File: src/rtl/dmem_arbiter.sv
// Two-port arbiter in front of a synchronous-read data RAM. Port 0 has fixed priority.
// A starvation counter lets port 1 win; read data returns one cycle later, tagged per port.
module dmem_arbiter #(
   parameter int unsigned ADDR_W       = 32,
   parameter int unsigned STARVE_LIMIT = 8
) (
   input  logic              clk,
   input  logic              rst,
   input  logic              p0_req,
   input  logic [ADDR_W-1:0] p0_addr,
   input  logic [3:0]        p0_wen,
   input  logic [31:0]       p0_wdata,
   output logic              p0_gnt,
   output logic              p0_rvalid,
   output logic [31:0]       p0_rdata,
   input  logic              p1_req,
   input  logic [ADDR_W-1:0] p1_addr,
   input  logic [3:0]        p1_wen,
   input  logic [31:0]       p1_wdata,
   output logic              p1_gnt,
   output logic              p1_rvalid,
   output logic [31:0]       p1_rdata,
   output logic [ADDR_W-1:0] ram_addr,
   output logic [3:0]        ram_wen,
   output logic [31:0]       ram_wdata,
   input  logic [31:0]       ram_rdata
);

   typedef enum logic [1:0] {StIdle, StRspP0, StRspP1} rsp_state_e;

   rsp_state_e state_q, state_d;
   logic [7:0] wait_cnt_q, wait_cnt_d;
   logic       starved;

   assign starved = (wait_cnt_q >= 8'(STARVE_LIMIT));

   // Port 1 wins when alone or once it has lost STARVE_LIMIT cycles in a row.
   assign p1_gnt = p1_req & (~p0_req | starved);
   assign p0_gnt = p0_req & ~p1_gnt;

   always_comb begin
      ram_addr  = p0_addr;
      ram_wen   = 4'b0000;
      ram_wdata = p0_wdata;
      if (p1_gnt) begin
         ram_addr  = p1_addr;
         ram_wen   = p1_wen;
         ram_wdata = p1_wdata;
      end else if (p0_gnt) begin
         ram_wen   = p0_wen;
      end
   end

   always_comb begin
      wait_cnt_d = wait_cnt_q;
      if (!p1_req || p1_gnt) begin
         wait_cnt_d = 8'd0;
      end else if (wait_cnt_q < 8'(STARVE_LIMIT)) begin
         wait_cnt_d = wait_cnt_q + 8'd1;
      end
   end

   // Track which port owns the RAM data returning next cycle; only reads produce a response.
   always_comb begin
      state_d = StIdle;
      if (p0_gnt && (p0_wen == 4'b0000)) begin
         state_d = StRspP0;
      end else if (p1_gnt && (p1_wen == 4'b0000)) begin
         state_d = StRspP1;
      end
   end

   always_ff @(posedge clk or posedge rst) begin
      if (rst) begin
         state_q    <= StIdle;
         wait_cnt_q <= 8'd0;
      end else begin
         state_q    <= state_d;
         wait_cnt_q <= wait_cnt_d;
      end
   end

   assign p0_rvalid = (state_q == StRspP0);
   assign p1_rvalid = (state_q == StRspP1);
   assign p0_rdata  = p0_rvalid ? ram_rdata : 32'd0;
   assign p1_rdata  = p1_rvalid ? ram_rdata : 32'd0;

endmodule

File: config.mk
export PLATFORM = sky130hd
export DESIGN_NAME = dmem_arbiter
export DESIGN_NICKNAME = d
export VERILOG_FILES = /design/src/rtl/dmem_arbiter.sv
export SDC_FILE = /design/constraint.sdc
export NUM_CORES = 1
export LEC_CHECK = 0
export BUFFER_PORTS_ARGS = -buffer_cell sky130_fd_sc_hd__clkbuf_2
export CAP_MARGIN = 5
export CORE_AREA = 3 3 118 120
export CTS_CLUSTER_DIAMETER = 100
export CTS_CLUSTER_SIZE = 25
export DETAILED_ROUTE_END_ITERATION = 8
export DIE_AREA = 0 0 121 123
export GPL_TIMING_DRIVEN = 0
export MAX_ROUTING_LAYER = met4
export PLACE_DENSITY = 0.56
export SLEW_MARGIN = 20
export SYNTH_ARGS = -nofsm -noshare
export SYNTH_HDL_FRONTEND = slang
export SYNTH_SLANG_ARGS = --single-unit
File: constraint.sdc
create_clock -name clk -period 3.45 [get_ports clk]
set_input_delay 0.69 -clock clk [delete_from_list [all_inputs] [get_ports clk]]
set_output_delay 0.69 -clock clk [all_outputs]
set_load 0.05 [all_outputs]
* Word-level counts from Yosys, hierarchy flattened
Index checks and enable logic that the tools add are counted.
** Storage, ports and cells
- Bits in read-only memories :: 0
- Memories kept :: 0
- Logic and storage cells :: 29
- Bits in latches :: 0
- RAM bits :: 0
- Output and inout bits :: 136
- Register bits after elaboration :: 10
- Input port bits :: 172
** Cells by class
- Div/mod/pow operators :: 0
- $mul :: 0
- Bitwise gates (word level) :: 5
- Reduce and logical (&&, ||, !) cells :: 7
- Order comparisons :: 2
- Eq/ne operators :: 2
- Add/subtract/negate cells :: 1
- Muxes and demuxes :: 10
- Shifts and indexed selects :: 0
** Operators with widths (count)
- $mux 32 :: 4
- $mux 8 :: 2
- $add 8x1->8 const B :: 1
- $ge 8x4->1 const B :: 1
- $logic_not 4->1 :: 2
- $lt 8x4->1 const B :: 1
- $mux 4 :: 2
- $mux 2 :: 2
- $and 1x1->1 :: 2
- $eq 2x1->1 const B :: 1
- $eq 2x2->1 const B :: 1
- $logic_and 1x1->1 :: 2
- $not 1->1 :: 2
- $reduce_bool 2->1 :: 1
- $logic_not 1->1 :: 1
- $logic_or 1x1->1 :: 1
- $or 1x1->1 :: 1

* Depth between registers and ports, before layout
- Depth in word-level cells :: 7
- Mapped depth :: 5
- Depth with buffers taken out :: 4

* Worst setup path before layout
No wires, ideal clock.
- Path type :: register -> output
- From :: register wait_cnt_q[3]
- To :: output ram_wen[0]
- Arrival :: 2.457 ns
- Stages on the path, launching flop included :: 4
- Required time :: 2.760 ns
- Path buffers :: 0
- Slack :: 0.303 ns
- Path through :: dfrtp_1 > or4_4 > o22ai_1 > a22o_1
** On the way
- Word-level cells in the longest chain between the ends :: 7
** Ends and longest elaborated chain
- start: declaration :: RTL line 32 : logic [7:0] wait_cnt_q, wait_cnt_d;
- start signal: assignment :: RTL line 79 : wait_cnt_q <= wait_cnt_d;
- $ge 8x4->1 :: RTL line 35 : assign starved = (wait_cnt_q >= 8'(STARVE_LIMIT));
- $or 1x1->1 :: RTL line 38 : assign p1_gnt = p1_req & (~p0_req | starved);
- $and 1x1->1 :: RTL line 38
- $not 1->1 :: RTL line 39 : assign p0_gnt = p0_req & ~p1_gnt;
- $and 1x1->1 :: RTL line 39
- net p0_gnt :: RTL line 13 : output logic p0_gnt,
- $mux 4 :: RTL line 49 : end else if (p0_gnt) begin
- $mux 4 :: RTL line 45 : if (p1_gnt) begin
- end: declaration :: RTL line 24 : output logic [3:0] ram_wen,
The timed path passes the listed nets, and every way through them passes these cells.

* Final worst setup path
- From :: register wait_cnt_q[3]
- To :: output ram_wdata[22]
** On the way
- Word-level cells in the longest chain between the ends :: 4
** Ends and longest elaborated chain
- $ge 8x4->1 :: RTL line 35
- $or 1x1->1 :: RTL line 38
- $and 1x1->1 :: RTL line 38
- $mux 32 :: RTL line 45
- end: declaration :: RTL line 25 : output logic [31:0] ram_wdata,
No other way between the ends.

==> metrics.cfg <==
[global_route]
grt_first_pass_wirelength_um=11200
grt_pass1_vias=2235
grt_usage_pct=9.49
overflow=0
antenna_found_initial=0
grt_max_degree=11

[detailed_routing]
wirelength_um=8330
vias=2456
viasPerCell=3.64
antenna_left=0
drt_iter0_markers=45
first_pass_iters=4
drt-wirelength-per-cell_um=12.4
drc=0

[timing]
max_freq_mhz=330
finalCritPeriodShare_pct=87.7
slew_headroom_pct=61.1
clock_skew_ns=0.00286
min_period_ns=3.03
setup_viol=0
maxSlewViolCount=0
final.setup.tns_ns=0
worst_slew_pin_slew_ns=0.583
hold_viol=0
rsz0062_at_grt=no

[clocking]
cts.sinks=10
cts_buffers=3
root_buffer=clkbuf_16
cts_resized=0
clk_latency_ns=0.23
tritoncts=done
clockBufferDepth=2
cts_max_level=1
clk_pin_slew_ns=0.04
cts_hold_buf=0
postCtsSetupBuffers=0

[final_layout]
fin_nets=673
n_fill_cell=1420
layout-area-overhead-vs-synth_pct=99.4
n_antenna_cell=0
layout-drive-gt1-share_pct=77.3
post-route-util_pct=28.5
layoutNonFillerInstCount=674

[synth]
synth_flop_cell=dfrtp_1
syn_avg_cell_area_sq_um=10.2
async_reset_ff_share_pct=100
synth_area_sq_um=1870
synth-seq-cells=10
synth_area_leaders=mux2_4 (31%), and2_1 (22%), mux2_2 (15%)
synth_top_area_share_pct=31.3
synth_seq_area_share_pct=13.4
synth.largest_area_cell=mux2_4
yosysUniqueCellTypes=24
synth_edf_count=0
ys_warn_count=0
syn_inst=184

[floorplan]
die_x_um=121
die_area_sq_um=14900
core_area_sq_um=13100
fp.dieH_um=123
rows=42
initial_core_util_pct=14.3
io_pins=308

[run_status]
outcome=completed

[place]
port_buffers=307
dp_cells=670
gp_congestion=0.765
dp_hpwl_um=7570

[setup_path]
cp.arrival_ns=2.34
slowest_stage=or4_4
startpoint=wait_cnt_q[3]
worstSetupEndpointType=output port
reg2reg_slack_ns=1.74
crit_required_ns=2.76
worstSetupPathDepth=6
worst-path-buf-inv=3
worst-r2r-cell-count=5
cp_cell_sequence=or4_4 > o21ai_4 > buf_8 > buf_12 > mux2_4 > clkbuf_2
max_stage_delay_ns=0.57
critPathMaxFanout=10
endpoint=ram_wdata[22]
r2r-end=state_q[1]
critPathKind=reg2out
worstSetupStartpointType=flip-flop
cpLargestDelayFamily=buffers and inverters
r2r_start=wait_cnt_q[3]

[hold_path]
worstHoldPathType=in2async

[power]
leakagePower_uw=0.00225
peakVddDrop_mv=0.269
power.density_nw_per_um2=251

[flow_run]
drv_cap=0

power by group:
group          switching (uW)  internal [uW]  leakage (uW)
logic                     375            215       0.00208
registers                1.47            121      0.000130
clock network            49.6            174     0.0000442
total                     426            510       0.00225
state kept, by name (all words and copies together), names as in the netlist:
name and flops:
state_q 2, wait_cnt_q 8
synthesized netlist by cell type (2+ instances only):
master    count
mux2_4       39
nor4_1        2
nand3_1       2
nor2b_1       3
inv_1         5
nor2_1        5
and2_1       65
ha_1          2
dfrtp_1      10
buf_4         2
a22o_1        4
buf_12        4
mux2_2       25
clkbuf_1      6
layout make-up:
cell class / count / area [sq um] / share of cell area [%]
timing repair buffer: 307 / 1540 / 41.2
buffer: 13 / 133 / 3.56
clock buffer: 4 / 88.8 / 2.38
inverter: 6 / 22.5 / 0.605
tap: 176 / 220 / 5.91
multi-input combinational: 158 / 1470 / 39.6
sequential: 10 / 250 / 6.72
cells in the final DEF (no fill, tap or decap), drive strengths merged:
master,synthesis,routed
or4,2,2
nor4,2,2
nor2b,3,3
o22ai,1,1
ha,2,2
clkbuf,6,317
buf,7,7
o21ai,1,1
nand2b,1,1
nor2,5,5
dfrtp,10,10
conb,1,4
mux2,64,64
xnor2,1,1
and2,65,65
xor2,1,1
a22o,4,4
inv,6,6
nand3,2,2
worst register-to-register path: stages, from the launching register on:
cell	delay, ns
dfrtp_1	0.41
or4_4	0.57
o21ai_4	0.19
buf_8	0.20
buf_12	0.17
nor2_1	0.06
logic make-up after synthesis:
logic type / Yosys count / synth area share, %
DFF: 10 / 13.4
and+or+nand+nor: 80 / 26.3
xor gates and xnor gates: 2 / 0.938
other: 1 / 0.201
AOI/OAI and AO/OA: 6 / 3.08
buffers and inverters: 19 / 8.30
adders and majority gates: 2 / 1.34
muxes: 64 / 46.4
per-layer routing:
metal	GRT usage, %	part of all wire, %
met5	-	0
met4	0.637	0.23
met3	1.28	7.1
met2	17.7	54
met1	11.4	39
per-stage QoR:
step / total power [uW] / worst slack (ns) / instance area [sq um] / hold slack, ns
after floorplan: 539 / 0.303 / 1880 / 0.454
after detailed placement: 718 / 0.650 / 3640 / 0.480
final: 936 / 0.423 / 3720 / 0.407
after CTS: 947 / 0.381 / 3720 / 0.424
after global routing: 984 / 0.354 / 3720 / 0.456
after global placement: 716 / 0.651 / 3640 / 0.486
worst min-delay path by stage:
stage,from,to,cells after the start
final,rst,wait_cnt_q[1],2
after global routing,rst,wait_cnt_q[1],2
after CTS,rst,wait_cnt_q[1],2
after detailed placement,wait_cnt_q[0],wait_cnt_q[0],1
after global placement,wait_cnt_q[0],wait_cnt_q[0],1
after floorplan,wait_cnt_q[0],wait_cnt_q[0],1
Power figures use the tool's default switching activity.
